$ cat config.mk
export PLATFORM = sky130hd
export DESIGN_NAME = lsu_issue_ctrl
export DESIGN_NICKNAME = d
export VERILOG_FILES = /design/src/rtl/lsu_pkg.sv /design/src/rtl/mem_op_fifo.sv /design/src/rtl/lsu_issue_ctrl.sv
export SDC_FILE = /design/constraint.sdc
export NUM_CORES = 1
export LEC_CHECK = 0
export CELL_PAD_IN_SITES_DETAIL_PLACEMENT = 1
export CELL_PAD_IN_SITES_GLOBAL_PLACEMENT = 2
export CORE_MARGIN = 2
export CORE_UTILIZATION = 23
export DETAILED_ROUTE_END_ITERATION = 16
export GPL_TIMING_DRIVEN = 0
export MAX_ROUTING_LAYER = met4
export PLACE_DENSITY_LB_ADDON = 0.25
export SYNTH_ARGS = -nofsm -noshare
export SYNTH_HDL_FRONTEND = slang
export SYNTH_HIERARCHICAL = 1
export SYNTH_SLANG_ARGS = --single-unit
$ cat constraint.sdc
create_clock -name clk_i -period 25.6 [get_ports clk_i]
set_input_delay 2.56 -clock clk_i [delete_from_list [all_inputs] [get_ports clk_i]]
set_output_delay 2.56 -clock clk_i [all_outputs]
set_load 0.02 [all_outputs]
$ cat src/rtl/lsu_pkg.sv
// lsu_pkg: opcodes, the queued memory-op record and op-kind decode shared by the issue controller and its FIFO
package lsu_pkg;
    localparam logic [6:0] OPC_LOAD  = 7'b0000011;
    localparam logic [6:0] OPC_STORE = 7'b0100011;
    localparam int LSU_TAG_W = 4;
    typedef logic [LSU_TAG_W-1:0] lsu_tag_t;
    typedef struct packed {
        logic [31:0] pc;
        logic [31:0] inst;
        logic [31:0] rs1;
        logic [31:0] rs2;
        lsu_tag_t    tag;
    } mem_op_t;
    function automatic logic is_load_op(input logic [6:0] opc);
        return opc == OPC_LOAD;
    endfunction
endpackage

$ cat src/rtl/mem_op_fifo.sv
// mem_op_fifo: synchronous FIFO of mem_op_t with flush (priority over push/pop) and occupancy count
module mem_op_fifo
    import lsu_pkg::*;
#(
    parameter int DEPTH = 4,
    localparam int AW = $clog2(DEPTH)
) (
    input  logic          clk_i,
    input  logic          reset_i,
    input  logic          push_i,
    input  logic          pop_i,
    input  logic          flush_i,
    input  mem_op_t       data_i,
    output mem_op_t       data_o,
    output logic          full_o,
    output logic          empty_o,
    output logic [AW:0]   count_o
);
    mem_op_t mem_q [DEPTH];
    logic [AW-1:0] wr_ptr_q, wr_ptr_d, rd_ptr_q, rd_ptr_d;
    logic [AW:0] count_q, count_d;
    logic do_push, do_pop;
    assign full_o  = count_q[AW];
    assign empty_o = count_q == '0;
    assign count_o = count_q;
    assign data_o  = empty_o ? '0 : mem_q[rd_ptr_q];
    always_comb begin
        do_push  = push_i && !full_o && !flush_i;
        do_pop   = pop_i && !empty_o && !flush_i;
        wr_ptr_d = flush_i ? '0 : wr_ptr_q + AW'(do_push);
        rd_ptr_d = flush_i ? '0 : rd_ptr_q + AW'(do_pop);
        count_d  = flush_i ? '0 : count_q + (AW+1)'(do_push) - (AW+1)'(do_pop);
    end
    always_ff @(posedge clk_i) begin
        if (reset_i) begin
            wr_ptr_q <= '0;
            rd_ptr_q <= '0;
            count_q  <= '0;
        end else begin
            wr_ptr_q <= wr_ptr_d;
            rd_ptr_q <= rd_ptr_d;
            count_q  <= count_d;
        end
    end
    always_ff @(posedge clk_i) begin
        if (do_push) mem_q[wr_ptr_q] <= data_i;
    end
endmodule

$ cat src/rtl/lsu_issue_ctrl.sv
// lsu_issue_ctrl: in-order issue of queued memory ops to a single-ported lsu with one op in flight and registered completion
module lsu_issue_ctrl
    import lsu_pkg::*;
#(
    parameter int DEPTH = 4,
    parameter int TAG_W = 4
) (
    input  logic                     clk_i,
    input  logic                     reset_i,
    input  logic                     enq_valid_i,
    output logic                     enq_ready_o,
    input  logic [31:0]              enq_pc_i,
    input  logic [31:0]              enq_inst_i,
    input  logic [31:0]              enq_rs1_i,
    input  logic [31:0]              enq_rs2_i,
    input  logic [TAG_W-1:0]         enq_tag_i,
    input  logic                     flush_i,
    output logic                     lsu_request_o,
    output logic [31:0]              lsu_pc_o,
    output logic [31:0]              lsu_inst_o,
    output logic [31:0]              lsu_rs1_o,
    output logic [31:0]              lsu_rs2_o,
    input  logic                     lsu_busy_i,
    input  logic                     lsu_wb_valid_i,
    input  logic [31:0]              lsu_wb_value_i,
    output logic                     cmp_valid_o,
    output logic [TAG_W-1:0]         cmp_tag_o,
    output logic [31:0]              cmp_value_o,
    output logic                     cmp_is_store_o,
    output logic [$clog2(DEPTH):0]   count_o
);
    typedef enum logic {IDLE, WAIT} state_e;
    state_e state_q, state_d;
    mem_op_t enq_op, head;
    logic empty, full, done;
    logic [TAG_W-1:0] tag_q, tag_d, cmp_tag_q, cmp_tag_d;
    logic is_store_q, is_store_d, drop_q, drop_d;
    logic cmp_valid_q, cmp_valid_d, cmp_is_store_q, cmp_is_store_d;
    logic [31:0] cmp_value_q, cmp_value_d;
    assign enq_op = '{pc: enq_pc_i, inst: enq_inst_i, rs1: enq_rs1_i, rs2: enq_rs2_i, tag: lsu_tag_t'(enq_tag_i)};
    mem_op_fifo #(.DEPTH(DEPTH)) u_fifo (
        .clk_i   (clk_i),
        .reset_i (reset_i),
        .push_i  (enq_valid_i),
        .pop_i   (lsu_request_o),
        .flush_i (flush_i),
        .data_i  (enq_op),
        .data_o  (head),
        .full_o  (full),
        .empty_o (empty),
        .count_o (count_o)
    );
    assign enq_ready_o    = !full;
    assign lsu_pc_o       = head.pc;
    assign lsu_inst_o     = head.inst;
    assign lsu_rs1_o      = head.rs1;
    assign lsu_rs2_o      = head.rs2;
    assign cmp_valid_o    = cmp_valid_q;
    assign cmp_tag_o      = cmp_tag_q;
    assign cmp_value_o    = cmp_value_q;
    assign cmp_is_store_o = cmp_is_store_q;
    always_comb begin
        state_d        = state_q;
        tag_d          = tag_q;
        is_store_d     = is_store_q;
        drop_d         = drop_q;
        cmp_valid_d    = 1'b0;
        cmp_tag_d      = cmp_tag_q;
        cmp_value_d    = cmp_value_q;
        cmp_is_store_d = cmp_is_store_q;
        lsu_request_o  = state_q == IDLE && !empty && !lsu_busy_i && !flush_i;
        done           = is_store_q ? !lsu_busy_i : lsu_wb_valid_i;
        if (lsu_request_o) begin
            state_d    = WAIT;
            tag_d      = TAG_W'(head.tag);
            is_store_d = !is_load_op(head.inst[6:0]);
            drop_d     = 1'b0;
        end else if (state_q == WAIT) begin
            // a flush landing on the completion cycle still squashes the result
            drop_d = drop_q || flush_i;
            if (done) begin
                state_d     = IDLE;
                cmp_valid_d = !drop_d;
                if (!drop_d) begin
                    cmp_tag_d      = tag_q;
                    cmp_value_d    = is_store_q ? '0 : lsu_wb_value_i;
                    cmp_is_store_d = is_store_q;
                end
            end
        end
    end
    always_ff @(posedge clk_i) begin
        if (reset_i) begin
            state_q        <= IDLE;
            tag_q          <= '0;
            is_store_q     <= 1'b0;
            drop_q         <= 1'b0;
            cmp_valid_q    <= 1'b0;
            cmp_tag_q      <= '0;
            cmp_value_q    <= '0;
            cmp_is_store_q <= 1'b0;
        end else begin
            state_q        <= state_d;
            tag_q          <= tag_d;
            is_store_q     <= is_store_d;
            drop_q         <= drop_d;
            cmp_valid_q    <= cmp_valid_d;
            cmp_tag_q      <= cmp_tag_d;
            cmp_value_q    <= cmp_value_d;
            cmp_is_store_q <= cmp_is_store_d;
        end
    end
endmodule

# == Yosys cells after proc, flatten, opt, wreduce, memory -nomap -nowiden ==
# Memories as Yosys holds them, arrays and structs flattened. A register that Yosys moved wholly into a read port is not among the register bits.
# Index checks and enable logic that the tools add are counted.
# op_classes
n_addsub,4
eq_ne,1
muxes,9
bitwise_logic,4
reduce_logical,19
# op_table
operator,count
132-bit 2-to-1 mux,1
32-bit 2-to-1 mux,1
"7-bit by 2-bit == test with 1-bit output, second input constant",1
1-bit logical AND,7
1-bit logical NOT,6
1-bit 2-to-1 mux,6
2-bit by 1-bit adder with 2-bit output,2
1-bit NOT,4
4-bit AND reduction,1
2-bit OR reduction,2
4-bit OR reduction,1
3-bit by 1-bit adder with 3-bit output,1
3-bit logical NOT,1
3-bit by 1-bit subtractor with 3-bit output,1
2-bit 2-to-1 mux,1
1-bit logical OR,1
# totals
regBits,52
ramBits,528
memories,1
# mem_list
memory,depth,width,read_ports,rd_ports_with_merged_regs,write_ports,line_no,text
u_fifo.mem_q,4,132,1,1,1,mem_op_fifo.sv:19,mem_op_t mem_q [DEPTH];

# == Logic depth before layout (Yosys ltp) ==
# Gate-level depths: netlist of run 1.
# logic_depth
depth_word,9
mapped_depth,12

# == By module ==
# Netlist of run 1, hierarchy kept.
# modules_own_cells
module,n_inst,cells_each,area_each_um2,seq_area_each_um2
mem_op_fifo,1,874,20269.4,15995.3
lsu_issue_ctrl,1,196,2062.0,900.9

# == Worst setup path after synthesis of run 1 ==
# OpenSTA, ideal clock, no wires.
# synth_timing
path_type,input -> register
start,input flush_i
end,"memory u_fifo/mem_q[0][0] (netlist bit), enable pin"
arrival_ns,12.616
t_required_ns,24.789
slack_ns,12.173
stages,3
path_buffers,1
path_cell_list,clkbuf_1 nor3b_2 nor3b_1
# synth_between
elab_chain_len,4
# synth_lines
item,line_no,text
start: declaration,lsu_issue_ctrl.sv:17,"input logic flush_i,"
1-bit logical NOT,mem_op_fifo.sv:28,do_push = push_i && !full_o && !flush_i;
1-bit logical AND,mem_op_fifo.sv:28,
1-bit 2-to-1 mux,mem_op_fifo.sv:46,if (do_push) mem_q[wr_ptr_q] <= data_i;
1-bit 2-to-1 mux (not written as such),mem_op_fifo.sv:46,
end: declaration,mem_op_fifo.sv:19,
# No other way between the ends.

# == Worst setup path in the final report of run 1 ==
# layout_timing
start,input lsu_busy_i
end,output lsu_request_o
# layout_between
elab_chain_len,3
# layout_lines
item,line_no,text
start: declaration,lsu_issue_ctrl.sv:23,"input logic lsu_busy_i,"
1-bit logical NOT,lsu_issue_ctrl.sv:71,lsu_request_o = state_q == IDLE && !empty && !lsu_busy_i && !flush_i;
1-bit logical AND (2 in series),lsu_issue_ctrl.sv:71,
end: declaration,lsu_issue_ctrl.sv:18,"output logic lsu_request_o,"
# No other way between the ends.

==> results of run 1 <==
[path summary, 6_finish.rpt]
check,from,end,slack (ps),depth (start not counted)
max,lsu_busy_i,lsu_request_o,18520,3
max reg2reg,u_fifo/count_o[2],u_fifo/count_o[2],21630,12
min,cmp_value_o[27],cmp_value_o[27],470,2
min reg2reg,cmp_value_o[27],cmp_value_o[27],470,2
[where the power goes]
group / switching (mW) / leakage (nW) / internal (mW)
sequential: 0.00284 / 5.22 / 1.05
clock: 0.405 / 1.16 / 0.623
combinational: 0.0448 / 2.93 / 0.0518
[per-layer routing]
layer	GRT usage	vias up	part of all wire
met5	-	-	0
met4	0.0372	0	0.022
met3	0.0391	87	0.065
met2	0.206	293	0.49
met1	0.156	5963	0.43
li1	-	5194	-
[cells by family (layout without fill, tap and decap cells)]
family                   after synthesis  in the layout  share of synthesized area
AO/OA/AOI/OAI                          8              8                    0.00263
XOR/XNOR                               5              5                    0.00196
adder cells (fa/ha/maj)                3              3                    0.00202
buffers and inverters                 64            571                     0.0162
flip-flops                           580            580                      0.757
multiplexers                         172            172                      0.151
other                                  0              7                          0
AND/OR/NAND/NOR                      238            238                     0.0695
[flip-flops by register name, indices dropped and copies added, names as in the netlist]
| register | cells |
|---|---|
| is_store_q | 1 |
| u_fifo/mem_q | 528 |
| state_q | 1 |
| cmp_tag_o | 4 |
| u_fifo/rd_ptr_q | 2 |
| u_fifo/count_o | 3 |
| drop_q | 1 |
| cmp_value_o | 32 |
| cmp_is_store_o | 1 |
| tag_q | 4 |
| u_fifo/wr_ptr_q | 2 |
| cmp_valid_o | 1 |
[worst reg2reg max path, stage by stage, from the launching register on]
cell      delay, ps
dfxtp_1         560
nor3_2          270
clkbuf_1        420
nor4_4          840
o31ai_1         300
nor3_1          290
nand2b_1        150
ha_1            140
inv_1            50
fa_1            400
xnor2_1         200
xnor2_1          90
and2_1          170
[placed cells by master, fill, tap and decap left out, types with 2 or more instances in the layout]
master,instances
or3b_1,30
buf_8,3
nand2_1,4
nand2b_1,44
diode_2,7
inv_6,2
nor3b_2,2
bufinv_16,7
buf_16,4
and2_1,3
dfxtp_1,52
mux4_2,132
buf_2,18
edfxtp_1,528
clkinv_1,14
inv_16,2
ha_1,2
xor2_1,2
clkinvlp_4,3
clkinv_2,10
buf_4,3
buf_12,10
mux2i_1,40
buf_6,25
nor3_1,6
inv_1,2
clkbuf_1,50
nor2_1,9
nor2b_1,133
clkdlybuf4s50_1,340
clkbuf_16,77
xnor2_1,3
[area by class of cell]
cell class / count / area, µm²
fill: 9903 / 66100
multi-input combinational: 426 / 5090
tap: 1276 / 1600
clock buffer: 96 / 2000
timing repair buffer: 372 / 3920
clock inverter: 39 / 402
buffer: 62 / 354
sequential: 580 / 16900
antenna: 7 / 17.5
inverter: 2 / 7.51
[through the flow]
stage | utilization | total power, mW | area, µm²
after CTS | 0.314 | 2.22 | 30300
after global placement | 0.283 | 1.17 | 27300
after global routing | 0.314 | 2.26 | 30300
after detailed placement | 0.289 | 1.17 | 27900
after floorplan | - | 1.11 | 22300
final | 0.314 | 2.17 | 30300
==> out/summary.txt, run 1 <==
status: finished, final reports clean
Relative slew margins: 0.255
final setup violation count: 0
ys async rst share: 0
row count: 114
first-pass GRT wire length: 89300 µm
post-route insts no fill: 2860
synthesis warning total: 6
layout cell share with drive strength beyond 1: 0.194
hold_buf cts: 0
dpl hpwl: 42000 µm
DIE WIDTH: 316 µm
Critical Path Start Type: input pin
Pre-antenna DRT Iters: 4
total congestion overflow: 0
Mapped Avg Cell Area: 20.9 µm²
CP Max Fanout: 11
DP Cell Count: 2718
Via Count: 11500
Post-CTS Setup Inserts: 0
Starting Density: 0.232
worst-margin pin slew: 1110 ps
mean routed wirelength per cell: 21.6 µm
clock insertion delay at the later pin of the skew report: 630 ps
area leader, netlist: edfxtp_1
critical path type: in -> out
largest net degree at the start of global routing: 47
Post-DRT Antenna Nets: 0
count of cell types in the netlist: 38
RePlAce Congestion: 0.700
total CTS buffers: 74
Period minus WS final: 7080 ps
DRT Wirelength: 61700 µm
crit share post-route: 0.276
Hold Slack: 473 ps
# port buffers: 340
clock root buffer: clkbuf_16
GR Util All Layers: 0.128
CP max stage delay: 780 ps
vias per cell: 4.03
WP buf/inv: 2
most common cell in the netlist: edfxtp_1
Max-Cap Viols: 0
number of synthesized register bits: 580
maximum root-to-sink buffer count: 3
Worst VDD drop: 0.0866 mV
number of global-route vias before repair: 12800
P per Cell Area: 71.8 nW/µm²
post-placement setup slack: 18510 ps
I/O pin cnt: 341
Post-Synthesis Cells: 1070
clock sinks: 580
initial antenna violation count: 7
sequential area share after synthesis: 0.757
CP required: 23040 ps
CP max stage cell: clkdlybuf4s50_1
total die area: 99600 µm²
Die H: 316 µm
post-cts repair resize count: 0
most used cell, CP: clkdlybuf4s50_1
Cell Chain, Critical Path: clkdlybuf4s50_1, nor4_4, clkdlybuf4s50_1
clk_skew: 13.1 ps
crit path DAT: 4520 ps
CTS tree: built
Synthesized Nets: 1243
Core ar.: 96400 µm²
initial DRC count: 504
H-tree Lvls: 3
worst hold path type: reg -> reg
Yosys top cell area share: 0.710
Post-synth EDFFs: 528
Area Growth Syn to Fin: 35.6%
largest cells by area after synthesis: edfxtp_1, mux4_2, dfxtp_1
DRC Markers: 0
Leak: 9.31 nW
Final Worst Setup Slack: 18520 ps
accumulated negative setup slack: 0 ps
Fmax: 0.141 GHz
predominant post-synthesis flop cell: edfxtp_1
CP endpoint kind: output port
max-slew violations: 0
Syn Std Cell Area: 22300 µm²
Post-synth top cells: edfxtp_1, nor2b_1, mux4_2, dfxtp_1, nand2b_1
Fin. Hold Viols: 0
Layout Nets: 1691
unrepaired setup endpoints after global routing: false
Worst-path clk slew: 50 ps
cell family with the largest share of critical-path delay: buffers and inverters
(Power assumes the default switching activity.)
==> run 2, diff against run 1 <==
==> constraint.sdc (replaced) <==
create_clock -name clk_i -period 6.75 [get_ports clk_i]
set_input_delay 0.675 -clock clk_i [delete_from_list [all_inputs] [get_ports clk_i]]
set_output_delay 0.675 -clock clk_i [all_outputs]
set_load 0.02 [all_outputs]
==> run 2 against run 1 <==
Effect of this change: utilization about the same; critical path depth up 2; critical endpoint is now lsu_inst_o[2]; total power rose to 3.8 times the previous value; clock-buffer cell count down 11; sequential cell count unchanged; highest routed layer unchanged; first-iteration DRC count up 6.9%; setup slack worse by 16000 ps; critical path type is now reg -> out; non-clock buffer count down 8; die area unchanged.
==> out/summary.txt, run 2 (synthesis gave the netlist of run 1 again) <==
status: finished, final reports clean
DRC Markers: 0 (unchanged)
Die H: 316 µm (unchanged)
total CTS buffers: 73 (-1.4%)
I/O pin cnt: 341 (unchanged)
most frequent cells in the layout: edfxtp_1, clkdlybuf4s50_1, nor2b_1
clk_skew: 15.7 ps (+2.61 ps)
number of global-route vias before repair: 12900 (+0.65%)
crit share post-route: 0.682
Fmax: 0.217 GHz
initial antenna violation count: 7 (unchanged)
Max-Cap Viols: 0 (unchanged)
Post-DRT Antenna Nets: 0 (unchanged)
Leak: 9.27 nW (-0.41%)
max-slew violations: 0 (unchanged)
Top reg by flops: u_fifo/mem_q
DRT Wirelength: 61200 µm (-0.77%)
max reg flops: 528 (unchanged)
Core ar.: 96400 µm² (unchanged)
CTS tree: built
final setup violation count: 0 (unchanged)
CP Max Fanout: 10 (-1)
fin util: 0.314 (-0.000455)
row count: 114 (unchanged)
Starting Density: 0.232 (unchanged)
fill cell total of the finished layout: 9863 (-0.40%)
clock sinks: 580 (unchanged)
# port buffers: 340 (unchanged)
area of the multi-input gates: 5100 µm² (+0.12%)
total die area: 99600 µm² (unchanged)
layout cell share with drive strength beyond 1: 0.193 (-0.00121)
unrepaired setup endpoints after global routing: false
total congestion overflow: 0 (unchanged)
CP max stage delay: 910 ps (+130 ps)
commonest non-fill, non-tap cell in the layout: edfxtp_1
CP required: 6070 ps (-16970 ps)
CP endpoint kind: output port
Worst VDD drop: 0.168 mV (+94%)
Relative slew margins: 0.287 (+0.0317)
Detail Route met3 WL: 3610 µm (-9.7%)
clock root buffer: clkbuf_16
DIE WIDTH: 316 µm (unchanged)
hold_buf cts: 0 (unchanged)
met1 WL: 25500 µm (-3.0%)
RePlAce Congestion: 0.699 (-0.16%)
Worst-path clk slew: 50 ps (about the same)
initial DRC count: 539 (+6.9%)
Layout Nets: 1682 (-0.53%)
Via Count: 11500 (+0.078%)
Top Metal Used: met4
mean routed wirelength per cell: 21.5 µm (-0.25%)
Pre-antenna DRT Iters: 5 (+1)
Critical Path Start Type: flip-flop
critical path type: reg -> out
Fin. Hold Viols: 0 (unchanged)
Area Growth Syn to Fin: 35.4%
maximum root-to-sink buffer count: 3 (unchanged)
vias per cell: 4.06 (+0.61%)
largest net degree at the start of global routing: 49 (+4.3%)
Period minus WS final: 4600 ps
CP max stage cell: nor3_2
Routed met2 length: 30500 µm (+1.4%)
worst-margin pin slew: 1060 ps (-47.2 ps)
crit path DAT: 3930 ps (-590 ps)
Post-CTS Setup Inserts: 0 (unchanged)
P per Cell Area: 270 nW/µm² (+280%)
Hold Slack: 471 ps (-1.54 ps)
first-pass GRT wire length: 88400 µm (-0.96%)
post-cts repair resize count: 0 (unchanged)
area occupied by registers: 16900 µm² (unchanged)
GR Util All Layers: 0.127 (-0.00155)
worst hold path type: reg -> reg
overall power: 8.16 mW (+280%)
dpl hpwl: 41500 µm (-1.2%)
clock insertion delay at the later pin of the skew report: 620 ps (about the same)
H-tree Lvls: 3 (unchanged)
Cell Chain, Critical Path: nor3_2, buf_2, clkbuf_1, nor2b_1, clkdlybuf4s50_1
run 2: cell count changes in the layout (fill, tap and decap cells not counted), sizes merged:
cell / previous run / this run
buf: 63 / 55
clkbuf: 127 / 116
clkinv: 25 / 28
clkinvlp: 3 / 4
diode: 7 / 8
inv: 6 / 5
run 2: metrics by stage:
stage | setup WS [ps] | area, µm² | std cells | TNS [ps]
finish | 2150 | 30200 | 2845 | 0
global route | 1800 | 30200 | 2843 | 0
CTS | 1780 | 30200 | 2837 | 0
detailed placement | 2480 | 27900 | 2710 | 0
global placement | -3060 | 27300 | 2686 | -1371320
floorplan | 1630 | 22300 | 1070 | 0
run 2: critical path: cells and delay by family (launching register included):
kind          cells  cell delay (ps)
buf+inv           3             1730
simple gates      2             1150
flops             1              430
run 2: power by group:
| group | internal, mW | switching, mW |
|---|---|---|
| logic | 0.201 | 0.170 |
| clock network | 2.30 | 1.52 |
| registers | 3.97 | 0.0108 |
run 2: path summary, 6_finish.rpt:
kind / from / to / slack (ps) / cells after the start
max reg2reg: u_fifo/count_o[2] / u_fifo/count_o[2] / 2760 / 12
max: u_fifo/count_o[2] / lsu_inst_o[2] / 2150 / 5
min reg2reg: cmp_value_o[13] / cmp_value_o[13] / 470 / 2
min: cmp_value_o[13] / cmp_value_o[13] / 470 / 2
run 2: per-layer routing:
layer | track usage | vias to the layer above
met2 | 0.209 | 273
met3 | 0.0370 | 106
met5 | - | -
met4 | 0.0400 | 0
met1 | 0.149 | 5987
li1 | - | 5180
run 2: area by class of cell:
class | count | share of cell area
antenna | 8 | 0.000662
buffer | 62 | 0.0117
clock buffer | 85 | 0.0633
clock inverter | 42 | 0.0137
inverter | 2 | 0.000248
multi-input combinational | 426 | 0.169
sequential | 580 | 0.559
tap | 1276 | 0.0528
timing repair buffer | 364 | 0.130
